[src/rtl/move_input_ctrl.sv]
// Push-button front end for the game controller: synchronises and debounces
// left/right/confirm, keeps the column cursor and issues per-player confirm pulses.
module move_input_ctrl #(
    parameter int unsigned NUM_COLS        = 7,
    parameter int unsigned COL_W           = 3,
    parameter int unsigned DEBOUNCE_CYCLES = 4,
    parameter int unsigned RESET_COL       = 3
) (
    input  logic             clk,
    input  logic             reset,
    input  logic             btn_left,
    input  logic             btn_right,
    input  logic             btn_confirm,
    input  logic [1:0]       current_player,
    input  logic             game_over,
    output logic [COL_W-1:0] column_select,
    output logic             confirm_move1,
    output logic             confirm_move2
);

    localparam int unsigned NUM_BTN   = 3;
    localparam int unsigned BTN_LEFT  = 0;
    localparam int unsigned BTN_RIGHT = 1;
    localparam int unsigned BTN_CONF  = 2;
    localparam int unsigned CNT_W     = (DEBOUNCE_CYCLES < 2) ? 1 : $clog2(DEBOUNCE_CYCLES + 1);

    typedef enum logic [2:0] {
        ST_READY,
        ST_FIRE,
        ST_HOLD,
        ST_WAIT_RELEASE,
        ST_LOCKED
    } state_t;

    logic [NUM_BTN-1:0] raw;
    logic [NUM_BTN-1:0] rise;
    logic               conf_level;
    logic [1:0]         sync_vld;

    state_t             state;
    state_t             state_next;
    logic [COL_W-1:0]   col_next;
    logic [COL_W-1:0]   col_inc;
    logic [COL_W-1:0]   col_dec;
    logic               move_ok;
    logic               p1_next;
    logic               p2_next;

    assign raw = {btn_confirm, btn_right, btn_left};

    // Marks the point where the synchroniser outputs reflect real samples
    always_ff @(posedge clk or negedge reset) begin
        if (!reset) begin
            sync_vld <= 2'b00;
        end else begin
            sync_vld <= {sync_vld[0], 1'b1};
        end
    end

    for (genvar b = 0; b < NUM_BTN; b++) begin : g_btn
        logic             s1;
        logic             s2;
        logic             lvl;
        logic             lvl_q;
        logic             armed;
        logic [CNT_W-1:0] cnt;

        // Two-flop sync, debounce counter, edge history and a post-reset arm:
        // a button held through reset must read low once before it can fire.
        always_ff @(posedge clk or negedge reset) begin
            if (!reset) begin
                s1    <= 1'b0;
                s2    <= 1'b0;
                lvl   <= 1'b0;
                lvl_q <= 1'b0;
                armed <= 1'b0;
                cnt   <= '0;
            end else begin
                s1    <= raw[b];
                s2    <= s1;
                lvl_q <= lvl;
                if (s2 == lvl) begin
                    cnt <= '0;
                end else if (cnt == CNT_W'(DEBOUNCE_CYCLES)) begin
                    lvl <= s2;
                    cnt <= '0;
                end else begin
                    cnt <= cnt + CNT_W'(1);
                end
                if (sync_vld[1] && !s2 && !lvl) begin
                    armed <= 1'b1;
                end
            end
        end

        assign rise[b] = lvl & ~lvl_q & armed;

        if (b == BTN_CONF) begin : g_conf_level
            assign conf_level = lvl;
        end
    end

    assign col_inc = (column_select == COL_W'(NUM_COLS - 1)) ? '0 : column_select + COL_W'(1);
    assign col_dec = (column_select == '0) ? COL_W'(NUM_COLS - 1) : column_select - COL_W'(1);

    // Next state, cursor and pulse decode; game_over overrides everything
    always_comb begin
        state_next = state;
        col_next   = column_select;
        p1_next    = 1'b0;
        p2_next    = 1'b0;
        move_ok    = 1'b0;

        case (state)
            ST_READY: begin
                if (rise[BTN_CONF]) begin
                    if (current_player == 2'b01 || current_player == 2'b10) begin
                        state_next = ST_FIRE;
                        p1_next    = (current_player == 2'b01);
                        p2_next    = (current_player == 2'b10);
                    end else begin
                        state_next = ST_WAIT_RELEASE;
                    end
                end else begin
                    move_ok = 1'b1;
                end
            end
            ST_FIRE: begin
                state_next = ST_HOLD;
            end
            ST_HOLD: begin
                state_next = ST_WAIT_RELEASE;
            end
            ST_WAIT_RELEASE: begin
                move_ok = 1'b1;
                if (!conf_level) begin
                    state_next = ST_READY;
                end
            end
            ST_LOCKED: begin
                state_next = ST_LOCKED;
            end
            default: begin
                state_next = ST_LOCKED;
            end
        endcase

        if (move_ok && (rise[BTN_LEFT] ^ rise[BTN_RIGHT])) begin
            col_next = rise[BTN_LEFT] ? col_dec : col_inc;
        end

        if (game_over) begin
            state_next = ST_LOCKED;
            col_next   = column_select;
            p1_next    = 1'b0;
            p2_next    = 1'b0;
        end
    end

    // State and registered outputs
    always_ff @(posedge clk or negedge reset) begin
        if (!reset) begin
            state         <= ST_READY;
            column_select <= COL_W'(RESET_COL);
            confirm_move1 <= 1'b0;
            confirm_move2 <= 1'b0;
        end else begin
            state         <= state_next;
            column_select <= col_next;
            confirm_move1 <= p1_next;
            confirm_move2 <= p2_next;
        end
    end

endmodule

[config.mk]
export PLATFORM = sky130hd
export DESIGN_NAME = move_input_ctrl
export DESIGN_NICKNAME = d
export VERILOG_FILES = /design/src/rtl/move_input_ctrl.sv
export SDC_FILE = /design/constraint.sdc
export NUM_CORES = 1
export LEC_CHECK = 0
export CORE_UTILIZATION = 55
export DETAILED_ROUTE_END_ITERATION = 12
export PLACE_DENSITY = 0.76
export SYNTH_ARGS = -nofsm -noshare
export SYNTH_HDL_FRONTEND = slang
export SYNTH_SLANG_ARGS = --single-unit
[constraint.sdc]
create_clock -name clk -period 3.1 [get_ports clk]
set_input_delay 0.62 -clock clk [delete_from_list [all_inputs] [get_ports clk]]
set_output_delay 0.62 -clock clk [all_outputs]
set_load 0.02 [all_outputs]
### Word-level counts from Yosys, hierarchy flattened

Cells that the tools add are included.
Widths: inputs -> output; s select.

* register bits after elaboration: 34
* logic and storage cells: 101
* output and inout port bits: 5

* bitwise gates (word level): 14
* equality and inequality tests: 14
* reductions and logical operators: 21
* mux-type cells: 24
* add/subtract/negate cells: 5

Operator list (number)
* $mux 3: 12
* $add 3x1->3 const B: 4
* $eq 3x3->1 const B: 4
* $pmux 3 s4: 1
* $reduce_and 2->1: 5
* $mux 1: 9
* $logic_and 1x1->1: 7
* $not 1->1: 7
* $and 1x1->1: 6
* $eq 3x2->1 const B: 2
* $logic_not 1->1: 6
* $logic_not 3->1: 2
* $ne 3x3->1 const B: 2
* $eq 1x1->1: 3
* $eq 3x1->1 const B: 1
* $sub 3x1->3 const B: 1
* $eq 2x1->1 const B: 1
* $eq 2x2->1 const B: 1
* $mux 2: 1
* $pmux 1 s2: 1
* $logic_or 1x1->1: 1
* $xor 1x1->1: 1

### Logic depth before layout (Yosys ltp)

* word-level depth: 7
* gate-level depth with buffers: 6
* gate-level depth less buffers: 6

### Worst setup path after synthesis

No wires, ideal clock.

* path type: register -> register
* from: reg column_select[0]
* to: reg column_select[2]
* stages on the path, launching flop included: 7
* setup time: 0.125 ns
* arrival: 1.685 ns
* path slack: 1.290 ns
* period minus slack after synthesis: 1.810 ns
* required time: 2.975 ns
* buffers on the path: 0
* path through: dfstp_2 inv_1 ha_1 inv_1 nand2_1 mux4_2 mux2_2

* longest elaborated chain between the ends: 3

RTL lines
* start, declared: RTL line 16 `output logic [COL_W-1:0] column_select,`
* start signal, assigned: RTL line 164 `column_select <= COL_W'(RESET_COL);`
* start signal, assigned: RTL line 169 `column_select <= col_next;`
* $add 3x1->3 (tied with other cells): RTL line 103 `assign col_inc = (column_select == COL_W'(NUM_COLS - 1)) ? '0 : column_select + COL_W'(1);`
* $mux 3 (on tied branches): RTL line 103, 104
* $mux 3 *: RTL line 149 `col_next = rise[BTN_LEFT] ? col_dec : col_inc;`

Mark *: on every way between the ends. The rest lies on a longest branch, timed or not.
A chain may end at the register's enable or synchronous reset.

### Worst setup path after layout

* from: reg column_select[1]
* to: out column_select[1]

No word-level cell between the ends.

==> metrics.csv <==
metric;value;unit
status;completed;
clock.fmax;0.4682;GHz
worstPathMaxFanout;5;
cp_top_family;buffers and inverters;
synth-seq-cells;34;
clk_pin_slew;0.09;ns
drtIter0Drc;7;
dieWidth;54.12;um
vias;884;
fillers;192;
drt_pass1_iterations;4;
antenna_found_initial;0;
yosys_warnings;0;
syn_area;1494;um2
min_period;2.136;ns
period_share;0.6890;
cap_viol_max_count;0;
num_io_pins;13;
drc_errors;0;
h-tree-depth;2;
cp-start-kind;register;
pwr_density_cell;633.6;nW/um2
cp.required;2.48;ns
cp_data_arrival_time;1.52;ns
synth_area_leader_cell;dfrtp_1;
syn_to_final_growth;14.82;%
synth.distinct_cells;29;
syn_inst;122;
wl;2071;um
ant_nets;0;
gp_congestion;0.7311;
finalWorstSetupSlack;0.9642;ns
ys_async_sr_fraction;1.000;
slowest_stage;clkdlybuf4s50_1;
start_util;0.5923;
crit_chain;clkdlybuf4s50_1;
synthFlopType;dfrtp_1;
rows;18;
clock_path_buffers;2;
core;2522;um2
slew_viol_final;0;
die_area;2928;um2
hold_violations;0;
setup_viol;0;
final_area;1715;um2
drive_above_1_share;0.1408;
cts_num_sinks;34;
grt_pass1_vias;805;
criticalPathCategory;register to output port;
ir_drop;469.8;uV
die_h;54.12;um
clkLatencyLatePin;0.33;ns
track_usage;0.1800;
cts_setup_buffers;0;
multi_input_area;584.3;um2
syn_nets;143;
netlist.area_leader.share;0.5360;
tns;0;ns
post-synth-top-count-cell;dfrtp_1;
synth_area_leaders;dfrtp_1 54%, ha_1 11%, mux2_2 3.8%;
via_per_inst;5.140;
hold_class;register to register;
ys_seq_area_frac;0.5712;
dp_hpwl;1535;um
postCtsHoldBufs;0;
placed_cell_area;1655;um2
leakage;0.7779;nW
synth_commonest_cells;32 x dfrtp_1, 14 x inv_1, 13 x ha_1;
ctsRootBufferMaster;clkbuf_4;
holdWs;0.3530;ns
finalPower;1.087;mW
cts_tree;built;
worst-path-buf-inv;1;
rsz0062_at_grt;false;
fin_skew;0.007306;ns
grt_max_degree;35;
io_buffers;12;
nets;162;
wl_per_cell;12.04;um
cp-end-kind;output port;
grt.overflow.total;0;
synth-edff-count;0;
cts_resized;0;
grt_pass1_wl;3463;um
crit_path_max_incr_delay;0.61;ns
pre_cts_slack;0.9610;ns
antenna_cells_inserted;0;
seq_area;853.3;um2
synth.avg_cell_area;12.25;um2
cts_buffers;5;
[logic make-up after synthesis]
logic type	after synthesis	share of synthesized area
multiplexers	9	0.07286
AO/OA/AOI/OAI	11	0.05444
other	1	0.002510
flip-flops	34	0.5712
AND/OR/NAND/NOR	35	0.1290
buffers and inverters	15	0.03769
XOR/XNOR	4	0.02345
adder cells (fa/ha/maj)	13	0.1089
[cell type report]
class                      count  area share
tap                           30     0.02188
clock inverter                 1    0.002918
sequential                    34      0.4974
clock buffer                   7     0.03209
multi-input combinational     73      0.3406
inverter                      14     0.03063
timing repair buffer          13     0.07440
[state kept, by name, indices dropped and copies added (netlist names)]
| signal | cells |
|---|---|
| column_select | 3 |
| conf_level | 1 |
| confirm_move1 | 1 |
| confirm_move2 | 1 |
| g_btn.armed | 3 |
| g_btn.cnt | 9 |
| g_btn.lvl | 2 |
| g_btn.lvl_q | 3 |
| g_btn.s1 | 3 |
| g_btn.s2 | 3 |
| state | 3 |
| sync_vld | 2 |
[worst paths after layout]
| check | from | cells after the start | slack [ns] | end |
|---|---|---|---|---|
| max reg2reg | conf_level$_DFFE_PN0P_ | 4 | 1.25 | column_select[2]$_DFFE_PN0P_ |
| max | column_select[1]$_DFFE_PN1P_ | 1 | 0.96 | column_select[1] |
| min in group asynchronous | reset | 2 | 0.68 | state[2]$_DFFE_PN0P_ |
| min | sync_vld[0]$_DFF_PN0_ | 0 | 0.35 | sync_vld[1]$_DFF_PN0_ |
| min reg2reg | sync_vld[0]$_DFF_PN0_ | 0 | 0.35 | sync_vld[1]$_DFF_PN0_ |
| max in group asynchronous | reset | 2 | 2.10 | column_select[0]$_DFFE_PN1P_ |
[routing by layer]
metal	track usage	wire length, um	vias to the layer above
li1	-	-	441
met3	0.08475	103	7
met2	0.2881	984	15
met5	0	0	-
met4	0.06410	31	0
met1	0.2110	952	421
[per-stage QoR]
stage | util | std cells
after CTS | 0.6801 | 172
after global placement | 0.6563 | 164
final | 0.6801 | 172
after detailed placement | 0.6563 | 164
after floorplan | - | 122
after global routing | 0.6801 | 172
[placed cells by master, fill, tap and decap left out, drive strengths merged, types with 2 or more instances in the layout]
cell type      instances
dfrtp                 32
inv                   14
ha                    13
clkdlybuf4s50         12
nor2                   9
clkbuf                 7
nand2                  6
mux2                   5
xnor2                  4
nor2b                  3
nor3b                  3
mux2i                  3
nor3                   3
a21oi                  3
a21o                   3
nand3b                 3
or2                    2
and2                   2
dfstp                  2
a211oi                 2
[power by group]
| group | switching [mW] | internal [mW] |
|---|---|---|
| clock network | 0.137 | 0.110 |
| logic | 0.122 | 0.134 |
| registers | 0.0609 | 0.523 |
Power figures use the tool's default switching activity.
